`src/rtl/onewire_pkg.sv`:
```
// 1-Wire transmitter shared types and constants.
// Default slot timing, ROM command bytes, FSM state encodings.
package onewire_pkg;

  localparam int DEF_T_SLOT = 60;
  localparam int DEF_T_LOW0 = 60;
  localparam int DEF_T_LOW1 = 6;
  localparam int DEF_T_REC  = 11;

  localparam logic [7:0] READ_ROM   = 8'h33;
  localparam logic [7:0] MATCH_ROM  = 8'h55;
  localparam logic [7:0] SKIP_ROM   = 8'hCC;
  localparam logic [7:0] SEARCH_ROM = 8'hF0;

  typedef enum logic [2:0] {
    TX_IDLE,
    TX_LOW,
    TX_HIGH,
    TX_REC,
    TX_FIN
  } tx_state_t;

  typedef enum logic [1:0] {
    SEQ_IDLE,
    SEQ_RUN,
    SEQ_FIN
  } seq_state_t;

endpackage

```
`src/rtl/onewire_write_slot.sv`:
```
// One 1-Wire write slot: low phase, released phase, recovery.
// Back-to-back slots chain without gaps when go arrives on slot_done.
module onewire_write_slot
  import onewire_pkg::*;
#(
  parameter int T_SLOT = DEF_T_SLOT,
  parameter int T_LOW0 = DEF_T_LOW0,
  parameter int T_LOW1 = DEF_T_LOW1,
  parameter int T_REC  = DEF_T_REC,
  parameter int CNT_W  = 8
) (
  input  logic clk,
  input  logic rst_n,
  input  logic go,
  input  logic bit_val,
  input  logic kill,
  output logic bus_oe,
  output logic slot_done
);

  localparam int HIGH0 = T_SLOT - T_LOW0;
  localparam int HIGH1 = T_SLOT - T_LOW1;

  localparam logic [CNT_W-1:0] LOW0_M1  = CNT_W'(T_LOW0 - 1);
  localparam logic [CNT_W-1:0] LOW1_M1  = CNT_W'(T_LOW1 - 1);
  localparam logic [CNT_W-1:0] HIGH0_M1 =
    CNT_W'((HIGH0 > 0) ? HIGH0 - 1 : 0);
  localparam logic [CNT_W-1:0] HIGH1_M1 = CNT_W'(HIGH1 - 1);
  localparam logic [CNT_W-1:0] REC_M1   = CNT_W'(T_REC - 1);
  localparam logic [CNT_W-1:0] ONE      = CNT_W'(1);

  tx_state_t        state;
  logic [CNT_W-1:0] cnt;
  logic             bit_q;

  // last recovery cycle: the sequencer may chain the next bit here
  assign slot_done = (state == TX_REC) && (cnt == '0);

  // slot phase sequencing; counter holds remaining phase cycles - 1
  always_ff @(posedge clk or negedge rst_n) begin
    if (!rst_n) begin
      state  <= TX_IDLE;
      cnt    <= '0;
      bit_q  <= 1'b0;
      bus_oe <= 1'b0;
    end else if (kill) begin
      state  <= TX_IDLE;
      cnt    <= '0;
      bus_oe <= 1'b0;
    end else begin
      case (state)
        TX_IDLE: begin
          if (go) begin
            state  <= TX_LOW;
            bus_oe <= 1'b1;
            bit_q  <= bit_val;
            cnt    <= bit_val ? LOW1_M1 : LOW0_M1;
          end
        end
        TX_LOW: begin
          if (cnt == '0) begin
            bus_oe <= 1'b0;
            if (!bit_q && (HIGH0 == 0)) begin
              state <= TX_REC;
              cnt   <= REC_M1;
            end else begin
              state <= TX_HIGH;
              cnt   <= bit_q ? HIGH1_M1 : HIGH0_M1;
            end
          end else begin
            cnt <= cnt - ONE;
          end
        end
        TX_HIGH: begin
          if (cnt == '0) begin
            state <= TX_REC;
            cnt   <= REC_M1;
          end else begin
            cnt <= cnt - ONE;
          end
        end
        TX_REC: begin
          if (cnt == '0) begin
            if (go) begin
              state  <= TX_LOW;
              bus_oe <= 1'b1;
              bit_q  <= bit_val;
              cnt    <= bit_val ? LOW1_M1 : LOW0_M1;
            end else begin
              state <= TX_IDLE;
            end
          end else begin
            cnt <= cnt - ONE;
          end
        end
        default: begin
          state  <= TX_IDLE;
          bus_oe <= 1'b0;
        end
      endcase
    end
  end

endmodule

```
`src/rtl/onewire_cmd_tx.sv`:
```
// 1-Wire byte-sequence transmitter, LSB-first, open-drain enable.
// Sequences bits/bytes and the start/done/abort handshake.
module onewire_cmd_tx
  import onewire_pkg::*;
#(
  parameter int MAX_BYTES = 9,
  parameter int T_SLOT    = DEF_T_SLOT,
  parameter int T_LOW0    = DEF_T_LOW0,
  parameter int T_LOW1    = DEF_T_LOW1,
  parameter int T_REC     = DEF_T_REC,
  parameter int CNT_W     = 8
) (
  input  logic                   clk,
  input  logic                   rst_n,
  input  logic                   start,
  input  logic [3:0]             num_bytes,
  input  logic [8*MAX_BYTES-1:0] data_in,
  input  logic                   abort,
  output logic                   busy,
  output logic                   done,
  output logic                   bus_oe
);

  localparam int BW = $clog2(MAX_BYTES + 1);

  seq_state_t             state;
  logic [8*MAX_BYTES-1:0] data_q;
  logic [BW-1:0]          nbytes_q;
  logic [BW-1:0]          byte_idx;
  logic [2:0]             bit_idx;

  logic [BW-1:0] n_clamp;
  logic          launch;
  logic          last_bit;
  logic          advance;
  logic          slot_go;
  logic          slot_bit;
  logic          slot_done;

  // launch/chain decisions; data_q[0] is always the next bit to send
  always_comb begin
    n_clamp  = (int'(num_bytes) > MAX_BYTES) ?
               BW'(MAX_BYTES) : BW'(num_bytes);
    launch   = (state == SEQ_IDLE) && start && !abort &&
               (num_bytes != '0);
    last_bit = (bit_idx == 3'd7) &&
               (byte_idx == nbytes_q - BW'(1));
    advance  = (state == SEQ_RUN) && slot_done &&
               !abort && !last_bit;
    slot_go  = launch || advance;
    slot_bit = launch ? data_in[0] : data_q[0];
  end

  onewire_write_slot #(
    .T_SLOT (T_SLOT),
    .T_LOW0 (T_LOW0),
    .T_LOW1 (T_LOW1),
    .T_REC  (T_REC),
    .CNT_W  (CNT_W)
  ) u_slot (
    .clk       (clk),
    .rst_n     (rst_n),
    .go        (slot_go),
    .bit_val   (slot_bit),
    .kill      (abort),
    .bus_oe    (bus_oe),
    .slot_done (slot_done)
  );

  // transfer sequencer: latch request, walk bits, report completion
  always_ff @(posedge clk or negedge rst_n) begin
    if (!rst_n) begin
      state    <= SEQ_IDLE;
      data_q   <= '0;
      nbytes_q <= '0;
      byte_idx <= '0;
      bit_idx  <= '0;
      busy     <= 1'b0;
      done     <= 1'b0;
    end else begin
      done <= 1'b0;
      case (state)
        SEQ_IDLE: begin
          if (start && !abort) begin
            if (num_bytes == '0) begin
              done <= 1'b1;
            end else begin
              state    <= SEQ_RUN;
              busy     <= 1'b1;
              data_q   <= data_in >> 1;
              nbytes_q <= n_clamp;
              byte_idx <= '0;
              bit_idx  <= '0;
            end
          end
        end
        SEQ_RUN: begin
          if (abort) begin
            state <= SEQ_IDLE;
            busy  <= 1'b0;
          end else if (slot_done) begin
            if (last_bit) begin
              state <= SEQ_FIN;
              busy  <= 1'b0;
              done  <= 1'b1;
            end else begin
              data_q  <= data_q >> 1;
              bit_idx <= bit_idx + 3'd1;
              if (bit_idx == 3'd7) begin
                byte_idx <= byte_idx + BW'(1);
              end
            end
          end
        end
        SEQ_FIN: begin
          state <= SEQ_IDLE;
        end
        default: begin
          state <= SEQ_IDLE;
          busy  <= 1'b0;
        end
      endcase
    end
  end

endmodule

```
`config.mk`:
```
export PLATFORM = sky130hd
export DESIGN_NAME = onewire_cmd_tx
export DESIGN_NICKNAME = d
export VERILOG_FILES = /design/src/rtl/onewire_pkg.sv /design/src/rtl/onewire_write_slot.sv /design/src/rtl/onewire_cmd_tx.sv
export SDC_FILE = /design/constraint.sdc
export NUM_CORES = 1
export LEC_CHECK = 0
export CAP_MARGIN = 10
export CORE_ASPECT_RATIO = 1.1
export CORE_MARGIN = 3
export CORE_UTILIZATION = 55
export DETAILED_ROUTE_END_ITERATION = 6
export PLACE_DENSITY = 0.82
export SYNTH_ARGS = -nofsm -noshare
export SYNTH_HDL_FRONTEND = slang
export SYNTH_SLANG_ARGS = --single-unit
export TNS_END_PERCENT = 50
```
`constraint.sdc`:
```
create_clock -name clk -period 6.7 [get_ports clk]
set_input_delay 2.01 -clock clk [delete_from_list [all_inputs] [get_ports clk]]
set_output_delay 2.01 -clock clk [all_outputs]
set_load 0.005 [all_outputs]
```
==> reports/metrics.yaml, run 1 <==
synthesis:
  ys_ff_latch: 98
  synthCells: 592
  synth-edff-count: 0
  ys_types: 61
  syn_avg_cell_area_um2: 8.46
  seq_area_frac_synth_pct: 49.0
  synth_flop_cell: "dfrtp_1"
  yosys.area.top_type: "dfrtp_1"
  yosysWarnings: 0
  synth_area_mm2: 0.00501
  syn_nets: 681
  async_reset_ff_share_pct: 100
  netlist.area_leader.share_pct: 49.0
  synth_area_leaders: "dfrtp_1, nand2_1, a31oi_1"
sta:
  min_period_ps: 4530
  fmax_mhz: 221
  fin_crit_sh_pct: 67.6
  setup_viol: 0
  final_max_slew_viol_count: 0
  whs_ps: 484
  slew_headroom_pct: 34.4
  fin_tns_setup_ps: 0
  finClkSkew_ps: 12.7
  setup_ws_ps: 2170
  rsz0062_at_grt: "no"
  worstMarginPinSlew_ps: 984
  hold_viol_final: 0
worst_hold_path:
  hold_path_startpoint: "bit_idx[1]$_DFFE_PN0P_"
  min_to: "bit_idx[1]$_DFFE_PN0P_"
  whs_path_depth: 2
  hold_path.class: "reg2reg"
clock_network:
  clk_latency_ps: 360
  cts_tree: "done"
  cts.htree.levels: 3
  cts_resized: 0
  postCtsHoldBufs: 0
  cts_root_buf: "clkbuf_8"
  clock_sinks: 98
  cts_inserted_buffers: 9
  clockBufferDepth: 2
  cts_setup_buffers: 0
  path_clk_slew_ps: 100
finish:
  regArea_mm2: 0.00245
  layout-drive-gt1-share_pct: 5.65
  n_antenna_cell: 0
  multi_input_area_mm2: 0.00236
  num-fill-cells: 695
  nets: 739
  fin_cells: 766
  area_growth_pct: 20.8
global_routing:
  global_route.usage.total_pct: 21.8
  grt_pass1_wl_mm: 18.8
  grt-ovfl-total: 0
  grt_pass1_vias: 4157
  antenna_found_initial: 0
  grt_max_degree: 130
worst_setup_path:
  worstSetupPathType: "in2reg"
  critical_path.max_fanout: 129
  rr_worst_depth: 9
  worstReg2RegStart: "u_slot.cnt[0]$_DFFE_PN0P_"
  endpoint_kind: "flip-flop"
  startpoint_type: "primary input"
  crit_required_ps: 6960
  rrSetupSlack_ps: 3760
  r2r_end: "byte_idx[3]$_DFFE_PN0P_"
  crit_arrival_ps: 4790
power_and_ir_drop:
  total_power_w: 0.00208
  cellLeakagePower_nw: 2.60
  power_density_mw_per_mm2: 344
  max-vdd-ir-drop_uv: 151
placed_design:
  place_ws_ps: 1770
  place_congestion: 0.880
  io_buffers: 82
  dp_hpwl_mm: 7.60
  place_inst: 750
floorplanning:
  std_cell_rows: 35
  die_h_um: 106
  ioPinCount: 83
  die_x_um: 97.0
  initial_core_util_pct: 58.0
  core-area_mm2: 0.00863
  die_area_mm2: 0.0103
route:
  avgRoutedWirePerCell_um: 14.3
  vias: 4313
  via_per_inst: 5.63
  first_pass_iters: 5
  drc: 0
  wirelength_mm: 11.0
  ant_nets: 0
  drt_iter0_drc: 305
outcome:
  status: "finished clean"
flow_run:
  maxCapViolCount: 0
power breakdown:
group | leakage, nW | switching (W) | internal [W]
Clock | 0.0901 | 0.000204 | 0.000175
Sequential | 1.14 | 0.000145 | 0.000790
Combinational | 1.37 | 0.000434 | 0.000329
Total | 2.60 | 0.000783 | 0.00129
cells in the mapped netlist, types with 3 or more instances:
master / instances
nand2_1: 163
nand2b_1: 7
ha_1: 9
buf_2: 12
nor2_1: 87
a31oi_1: 74
o21ai_0: 12
xor2_1: 3
clkbuf_1: 23
nor3_1: 7
nand3_1: 4
o211ai_1: 3
nand3b_1: 3
dfrtp_1: 98
a21oi_1: 14
a21o_1: 3
inv_1: 11
mux2_2: 3
mux2i_1: 3
per-layer routing:
metal  vias up  share of wire [%]  track usage, %
met4         0                1.1            6.42
met3        11                5.3            3.67
li1       2145                  -               -
met2       124                 49            36.0
met5         -                  0               0
met1      2033                 45            29.7
kinds of logic after synthesis:
family	Yosys count	synth area share, %
XOR/XNOR	6	1.32
multiplexers	6	1.27
buffers and inverters	50	4.22
AO/OA/AOI/OAI	133	17.4
adder cells (fa/ha/maj)	9	2.25
flip-flops	98	49.0
AND/OR/NAND/NOR	290	24.5
per-stage QoR:
stage | util, % | cell area, um^2
CTS | 70.1 | 6050
finish | 70.1 | 6050
global route | 70.1 | 6050
global placement | 67.8 | 5850
floorplan | - | 5010
detailed placement | 67.8 | 5850
placed cells by master (no fill, tap or decap), types with 4 or more instances in the layout:
| master | count |
|---|---|
| nor3_1 | 7 |
| a21oi_1 | 14 |
| inv_1 | 11 |
| buf_4 | 4 |
| a31oi_1 | 74 |
| nand2_1 | 163 |
| o21ai_0 | 12 |
| clkdlybuf4s50_1 | 81 |
| nand2b_1 | 6 |
| dfrtp_1 | 98 |
| ha_1 | 9 |
| clkbuf_8 | 9 |
| nor2_1 | 87 |
| nand3_1 | 4 |
area by class of cell:
class / instances / area share, %
multi-input cells: 444 / 39.0
well taps: 111 / 2.30
inverters: 11 / 0.683
clock buffers: 11 / 2.17
flip-flops and latches: 98 / 40.6
clock inverters: 5 / 1.03
repair buffers: 86 / 14.2
state kept, by name, summed over array words and instances, names as in the netlist:
name	count
state	2
data_q	71
u_slot.bus_oe	1
u_slot.cnt	8
busy	1
u_slot.state	2
byte_idx	4
u_slot.bit_q	1
bit_idx	3
nbytes_q	4
done	1
worst max-delay path, stage by stage:
cell,delay [ps]
clkdlybuf4s50_1,750
nor4b_4,460
and2_1,260
nor2_2,90
a21oi_4,460
buf_12,450
nand3_1,160
mux2i_1,140
worst max-delay path by stage:
stage,from,endpoint,slack [ps],cells after the start
4_1_cts,abort,byte_idx[3]$_DFFE_PN0P_,2150,8
5_1_grt,abort,byte_idx[3]$_DFFE_PN0P_,1930,8
6_report,abort,byte_idx[3]$_DFFE_PN0P_,2170,8
3_3_place_gp,abort,byte_idx[3]$_DFFE_PN0P_,1820,8
3_5_place_dp,abort,byte_idx[3]$_DFFE_PN0P_,1770,8
2_1_floorplan,num_bytes[2],u_slot.cnt[1]$_DFFE_PN0P_,2910,6
No activity file was read; power rests on OpenSTA's default activity.
==> run 2, diff against run 1 <==
Settings changed: CORE_UTILIZATION 55 to 48, PLACE_DENSITY 0.82 to 0.76.
Clock period 6.7 ns to 4 ns, I/O delays scaled along.
==> run 2 against run 1 <==
- critical path depth stayed put
- clock skew is 2.9 ps lower
- worst setup slack worse by 1400 ps
- first-iteration DRC count is 9.5% lower
- sequential cell count stayed put
- highest routed layer unchanged
- core utilization is 8.9 points lower
- largest power group unchanged
- combinational power is 69% higher
==> reports/metrics.yaml, run 2 (same netlist as run 1, synthesis figures left out) <==
sta:
  finClkSkew_ps: 9.85  # was 12.7 ps
  setup_viol: 0  # unchanged
  fin_tns_setup_ps: 0  # unchanged
  hold_viol_final: 0  # unchanged
  setup_ws_ps: 730  # was 2170 ps
  min_period_ps: 3270
  final_max_slew_viol_count: 0  # unchanged
  fmax_mhz: 306
  worstMarginPinSlew_ps: 784  # was 984 ps
  fin_crit_sh_pct: 81.7
  slew_headroom_pct: 47.7  # was 34.4%
  rsz0062_at_grt: "no"  # unchanged
worst_hold_path:
  whs_path_depth: 2  # unchanged
  hold_path_startpoint: "bit_idx[2]$_DFFE_PN0P_"  # was bit_idx[1]$_DFFE_PN0P_
  hold_path.class: "reg2reg"  # unchanged
  min_to: "bit_idx[2]$_DFFE_PN0P_"  # was bit_idx[1]$_DFFE_PN0P_
power_and_ir_drop:
  switching_share_pct: 37.4  # was 37.7%
  power.clock.fraction_pct: 20.0  # was 18.3%
  intPower_w: 0.00223  # was 0.00129 W
  switchingPower_w: 0.00134  # was 0.000783 W
  max-vdd-ir-drop_uv: 232  # was 151 uV
  power_density_mw_per_mm2: 582  # was 344 mW/mm^2
  cellLeakagePower_nw: 2.63  # was 2.60 nW
  combinationalPowerShare_pct: 36.0  # was 36.7%
  power_frac_seq_pct: 44.0  # was 45.0%
worst_setup_path:
  endpoint_kind: "flip-flop"  # unchanged
  startpoint_type: "primary input"  # unchanged
  worstSetupPathType: "in2reg"  # unchanged
  r2r_end: "byte_idx[3]$_DFFE_PN0P_"  # unchanged
  rr_worst_depth: 9  # unchanged
  worstReg2RegStart: "u_slot.cnt[0]$_DFFE_PN0P_"  # unchanged
  crit_required_ps: 4270  # was 6960 ps
  rrSetupSlack_ps: 1190  # was 3760 ps
  crit_start: "start"  # was abort
  critical_path.max_fanout: 137  # was 129
  crit_arrival_ps: 3540  # was 4790 ps
route:
  avgRoutedWirePerCell_um: 14.1  # was 14.3 um
  drt_iter0_drc: 276  # was 305
  drc: 0  # unchanged
  wirelength_mm: 11.2  # was 11.0 mm
  vias: 4337  # was 4313
  first_pass_iters: 5  # unchanged
  ant_nets: 0  # unchanged
  via_per_inst: 5.44  # was 5.63
clock_network:
  cts_inserted_buffers: 9  # unchanged
  path_clk_slew_ps: 100  # about the same
  cts_tree: "done"  # unchanged
  cts_root_buf: "clkbuf_8"  # unchanged
  clk_latency_ps: 380  # was 360 ps
  clock_sinks: 98  # unchanged
  cts.htree.levels: 3  # unchanged
  cts_setup_buffers: 0  # unchanged
  postCtsHoldBufs: 0  # unchanged
  clockBufferDepth: 2  # unchanged
  cts_resized: 0  # unchanged
finish:
  n_antenna_cell: 0  # unchanged
  mostFrequentLayoutCell: "nand2_1"  # unchanged
  max_flop_register: "data_q"  # unchanged
  final_util_pct: 61.2  # was 70.1%
  reg.largest.list: "data_q x71, u_slot.cnt x8"  # unchanged
  area_growth_pct: 22.6  # was 20.8%
  largest_reg_flops: 71  # unchanged
  nets: 741  # was 739
  layout-drive-gt1-share_pct: 5.94  # was 5.65%
  final_cell_mix: "nand2_1, dfrtp_1, nor2_1"  # unchanged
floorplanning:
  std_cell_rows: 38  # was 35
  core-area_mm2: 0.0100  # was 0.00863 mm^2
  die_area_mm2: 0.0117  # was 0.0103 mm^2
  initial_core_util_pct: 49.9  # was 58.0%
  ioPinCount: 83  # unchanged
  die_x_um: 103  # was 97.0 um
  die_h_um: 113  # was 106 um
global_routing:
  grt_max_degree: 138  # was 130
  grt_pass1_wl_mm: 18.8  # about the same
  grt_pass1_vias: 4095  # was 4157
  antenna_found_initial: 0  # unchanged
  global_route.usage.total_pct: 19.9  # was 21.8%
  grt-ovfl-total: 0  # unchanged
outcome:
  status: "finished clean"  # unchanged
placed_design:
  place_ws_ps: 329  # was 1770 ps
  place_congestion: 0.857  # was 0.880
  dp_hpwl_mm: 7.62  # was 7.60 mm
  io_buffers: 82  # unchanged
flow_run:
  maxCapViolCount: 0  # unchanged
## run 2: cell count changes in the layout (fill, tap and decap cells not counted), sizes merged
| cell | change |
|---|---|
| bufinv | +1 |
| clkinvlp | -1 |
| buf | +2 |
## run 2: worst max-delay path by stage
stage                                      endpoint  depth (start not counted)
after floorplan           u_slot.cnt[1]$_DFFE_PN0P_                          6
after global placement      byte_idx[3]$_DFFE_PN0P_                          8
after detailed placement    byte_idx[3]$_DFFE_PN0P_                          8
after CTS                   byte_idx[3]$_DFFE_PN0P_                          8
after global routing        byte_idx[3]$_DFFE_PN0P_                          8
final                       byte_idx[3]$_DFFE_PN0P_                          8
## run 2: layout make-up
cell class | count | area, um^2
Timing Repair Buffer | 88 | 888
Clock inverter | 5 | 87.6
Multi-Input combinational cell | 444 | 2360
Tap cell | 140 | 175
Fill cell | 871 | 3900
Clock buffer | 11 | 131
Sequential cell | 98 | 2450
Inverter | 11 | 41.3
## run 2: per-layer routing
metal	routed length, um	track usage, %	part of all wire [%]
met1	5100	27.6	46
met5	0	0	0
met2	5350	31.2	48
met4	171	6.48	1.5
met3	570	4.01	5.1
## run 2: power groups by stage
stage	combinational [W]	sequential, W	clock [W]
floorplan	0.000981	0.00151	0
global placement	0.00124	0.00156	0
detailed placement	0.00129	0.00158	0
CTS	0.00129	0.00157	0.000730
global route	0.00146	0.00162	0.000771
finish	0.00129	0.00157	0.000714
## run 2: critical path, stage by stage
cell and delay (ps):
clkdlybuf4s50_1 510, nor4b_4 330, and2_1 290, nor2_2 90, a21oi_4 360, buf_12 440, nand3_1 160, mux2i_1 150
## run 2: stage by stage
stage	instances	hold slack (ps)	power [W]	cell area, um^2
finish	797	489	0.00357	6140
global route	797	531	0.00385	6140
CTS	797	495	0.00359	6140
detailed placement	781	472	0.00287	5920
global placement	781	456	0.00281	5920
floorplan	592	441	0.00249	5010
==> run 3, diff against run 2 <==
Settings changed: CORE_UTILIZATION 48 to 54, PLACE_DENSITY 0.76 to 0.81.
Clock period 4 ns to 3.2 ns, I/O delays scaled along.
==> run 3 against run 2 <==
- worst setup slack worse by 360 ps
- core utilization grew 8.0 points
- die area decreased by 11%
- cell area increased by 1.1%
- global-route usage is 2.4 points higher
- final cell count fell by 2.0%
- total power grew 28%
- hold slack improved by 14 ps
- sequential cell count unchanged
- non-clock buffer count grew 10
- critical path depth is 1 higher
- highest routed layer unchanged
==> reports/metrics.yaml, run 3 (same netlist as run 1, synthesis figures left out) <==
outcome:
  status: "finished clean"  # unchanged
finish:
  reg.largest.list: "data_q x71, u_slot.cnt x8"  # unchanged
  n_antenna_cell: 0  # unchanged
  largest_reg_flops: 71  # unchanged
  area_growth_pct: 23.9  # was 22.6%
  mostFrequentLayoutCell: "nand2_1"  # unchanged
  max_flop_register: "data_q"  # unchanged
  final_cell_mix: "nand2_1, dfrtp_1, nor2_1"  # unchanged
  layout-drive-gt1-share_pct: 7.50  # was 5.94%
  nets: 751  # was 741
  final_area_mm2: 0.00620  # was 0.00614 mm^2
route:
  first_pass_iters: 5  # unchanged
  vias: 4459  # was 4337
  drt_iter0_drc: 280  # was 276
  wirelength_mm: 11.3  # was 11.2 mm
  drc: 0  # unchanged
  via_per_inst: 5.71  # was 5.44
  avgRoutedWirePerCell_um: 14.5  # was 14.1 um
  ant_nets: 0  # unchanged
power_and_ir_drop:
  max-vdd-ir-drop_uv: 332  # was 232 uV
  cellLeakagePower_nw: 2.69  # was 2.63 nW
  power_density_mw_per_mm2: 735  # was 582 mW/mm^2
worst_setup_path:
  r2r_end: "u_slot.bus_oe$_DFFE_PN0P_"  # was byte_idx[3]$_DFFE_PN0P_
  critPathBufInv: 3  # was 2
  cp_slowest_cell: "or4_1"  # was clkdlybuf4s50_1
  crit_arrival_ps: 3110  # was 3540 ps
  startpoint_type: "primary input"  # unchanged
  critPathMaxStageDelay_ps: 610  # was 510 ps
  crit_chain: "clkdlybuf4s50_1 > or4_1 > and2_1 > nor2_2 > buf_4 > a21oi_4 > buf_12 > nand3_1 > mux2i_1"  # was clkdlybuf4s50_1 > nor4b_4 > and2_1 > nor2_2 > a21oi_4 > buf_12 > nand3_1 > mux2i_1
  endpoint_kind: "flip-flop"  # unchanged
  worstSetupPathType: "in2reg"  # unchanged
  rr_worst_depth: 9  # unchanged
  path_delay_family: "simple AND/OR/NAND/NOR gates"  # was buffers and inverters
  crit_cells: 9  # was 8
  critical_path.max_fanout: 107  # was 137
  worstReg2RegStart: "u_slot.cnt[1]$_DFFE_PN0P_"  # was u_slot.cnt[0]$_DFFE_PN0P_
  crit_required_ps: 3480  # was 4270 ps
  rrSetupSlack_ps: 510  # was 1190 ps
clock_network:
  postCtsHoldBufs: 0  # unchanged
  cts_tree: "done"  # unchanged
  cts_setup_buffers: 0  # unchanged
  cts.htree.levels: 3  # unchanged
  clockBufferDepth: 2  # unchanged
  clk_latency_ps: 360  # was 380 ps
  path_clk_slew_ps: 90  # was 100 ps
  cts_resized: 0  # unchanged
  clock_sinks: 98  # unchanged
  cts_inserted_buffers: 9  # unchanged
  cts_root_buf: "clkbuf_8"  # unchanged
sta:
  slew_headroom_pct: 51.8  # was 47.7%
  min_period_ps: 2830
  hold_viol_final: 0  # unchanged
  rsz0062_at_grt: "no"  # unchanged
  setup_viol: 0  # unchanged
  final_max_slew_viol_count: 0  # unchanged
  fin_crit_sh_pct: 88.5
  fmax_mhz: 353
  finClkSkew_ps: 12.3  # was 9.85 ps
  setup_ws_ps: 369  # was 730 ps
  worstMarginPinSlew_ps: 723  # was 784 ps
floorplanning:
  die_area_mm2: 0.0105  # was 0.0117 mm^2
  ioPinCount: 83  # unchanged
  std_cell_rows: 36  # was 38
  die_h_um: 107  # was 113 um
  core-area_mm2: 0.00896  # was 0.0100 mm^2
  die_x_um: 97.8  # was 103 um
  initial_core_util_pct: 55.8  # was 49.9%
global_routing:
  busiest_layer: "met2"  # unchanged
  global_route.usage.total_pct: 22.3  # was 19.9%
  grt-ovfl-total: 0  # unchanged
  gr-usage-met2_pct: 35.9  # was 31.2%
  grt_use_met1_pct: 31.0  # was 27.6%
  grt_pass1_vias: 4217  # was 4095
  met3_usage_pct: 3.45  # was 4.01%
  grt_max_degree: 108  # was 138
  grt_pass1_wl_mm: 19.4  # was 18.8 mm
  antenna_found_initial: 0  # unchanged
placed_design:
  placed_area_mm2: 0.00596  # was 0.00592 mm^2
  dp_hpwl_mm: 7.76  # was 7.62 mm
  place_congestion: 0.894  # was 0.857
  place_ws_ps: -1.62  # was 329 ps
  io_buffers: 82  # unchanged
worst_hold_path:
  whs_path_depth: 2  # unchanged
  min_to: "bit_idx[2]$_DFFE_PN0P_"  # unchanged
  hold_path.class: "reg2reg"  # unchanged
  hold_path_startpoint: "bit_idx[2]$_DFFE_PN0P_"  # unchanged
flow_run:
  maxCapViolCount: 0  # unchanged
run 3: cell types whose count changed in the layout (fill, tap and decap cells not counted):
| cell | previous run | this run |
|---|---|---|
| buf_4 | 5 | 15 |
| bufinv_16 | 2 | 3 |
| clkbuf_1 | 2 | 1 |
| clkinv_4 | 1 | 2 |
| inv_8 | 1 | 0 |
run 3: cell type report:
cell class	count	area, um^2
Clock inverter	6	115
Timing Repair Buffer	98	963
Sequential cell	98	2450
Tap cell	114	143
Inverter	11	41.3
Clock buffer	10	128
Multi-Input combinational cell	444	2360
Fill cell	726	2760
run 3: stage by stage:
stage	total power, W	hold WS (ps)	util (%)	TNS, ps	cells
floorplan	0.00311	441	-	0	592
global placement	0.00354	456	66.5	0	765
detailed placement	0.00362	466	66.5	-1.62	765
CTS	0.00457	499	69.2	0	781
global route	0.00491	525	69.2	0	781
finish	0.00456	503	69.2	0	781
run 3: worst register-to-register path: cells and delay by family (launching register included):
family,cells,cell delay (ps)
buffers and inverters,2,470
DFF,1,460
adders and majority gates,1,250
and+or+nand+nor,2,650
AOI/OAI and AO/OA,4,770
run 3: layer usage:
metal  part of all wire, %  wire (um)
met1                    45       5110
met2                    48       5440
met3                   5.4        607
met4                   1.7        188
met5                     0          0
run 3: how the worst max path moves through the flow:
stage,startpoint,endpoint,slack [ps]
2_1_floorplan,num_bytes[2],u_slot.cnt[1]$_DFFE_PN0P_,460
3_3_place_gp,num_bytes[2],u_slot.cnt[3]$_DFFE_PN0P_,80
3_5_place_dp,num_bytes[2],u_slot.state[0]$_DFFE_PN0P_,-2
4_1_cts,num_bytes[2],byte_idx[3]$_DFFE_PN0P_,370
5_1_grt,abort,u_slot.bus_oe$_DFFE_PN0P_,190
6_report,num_bytes[2],byte_idx[3]$_DFFE_PN0P_,370
run 3: power by group:
part	total [W]	internal [W]	switching, W
logic	0.00165	0.000720	0.000927
registers	0.00196	0.00165	0.000307
clock network	0.000953	0.000522	0.000430
total	0.00456	0.00290	0.00166
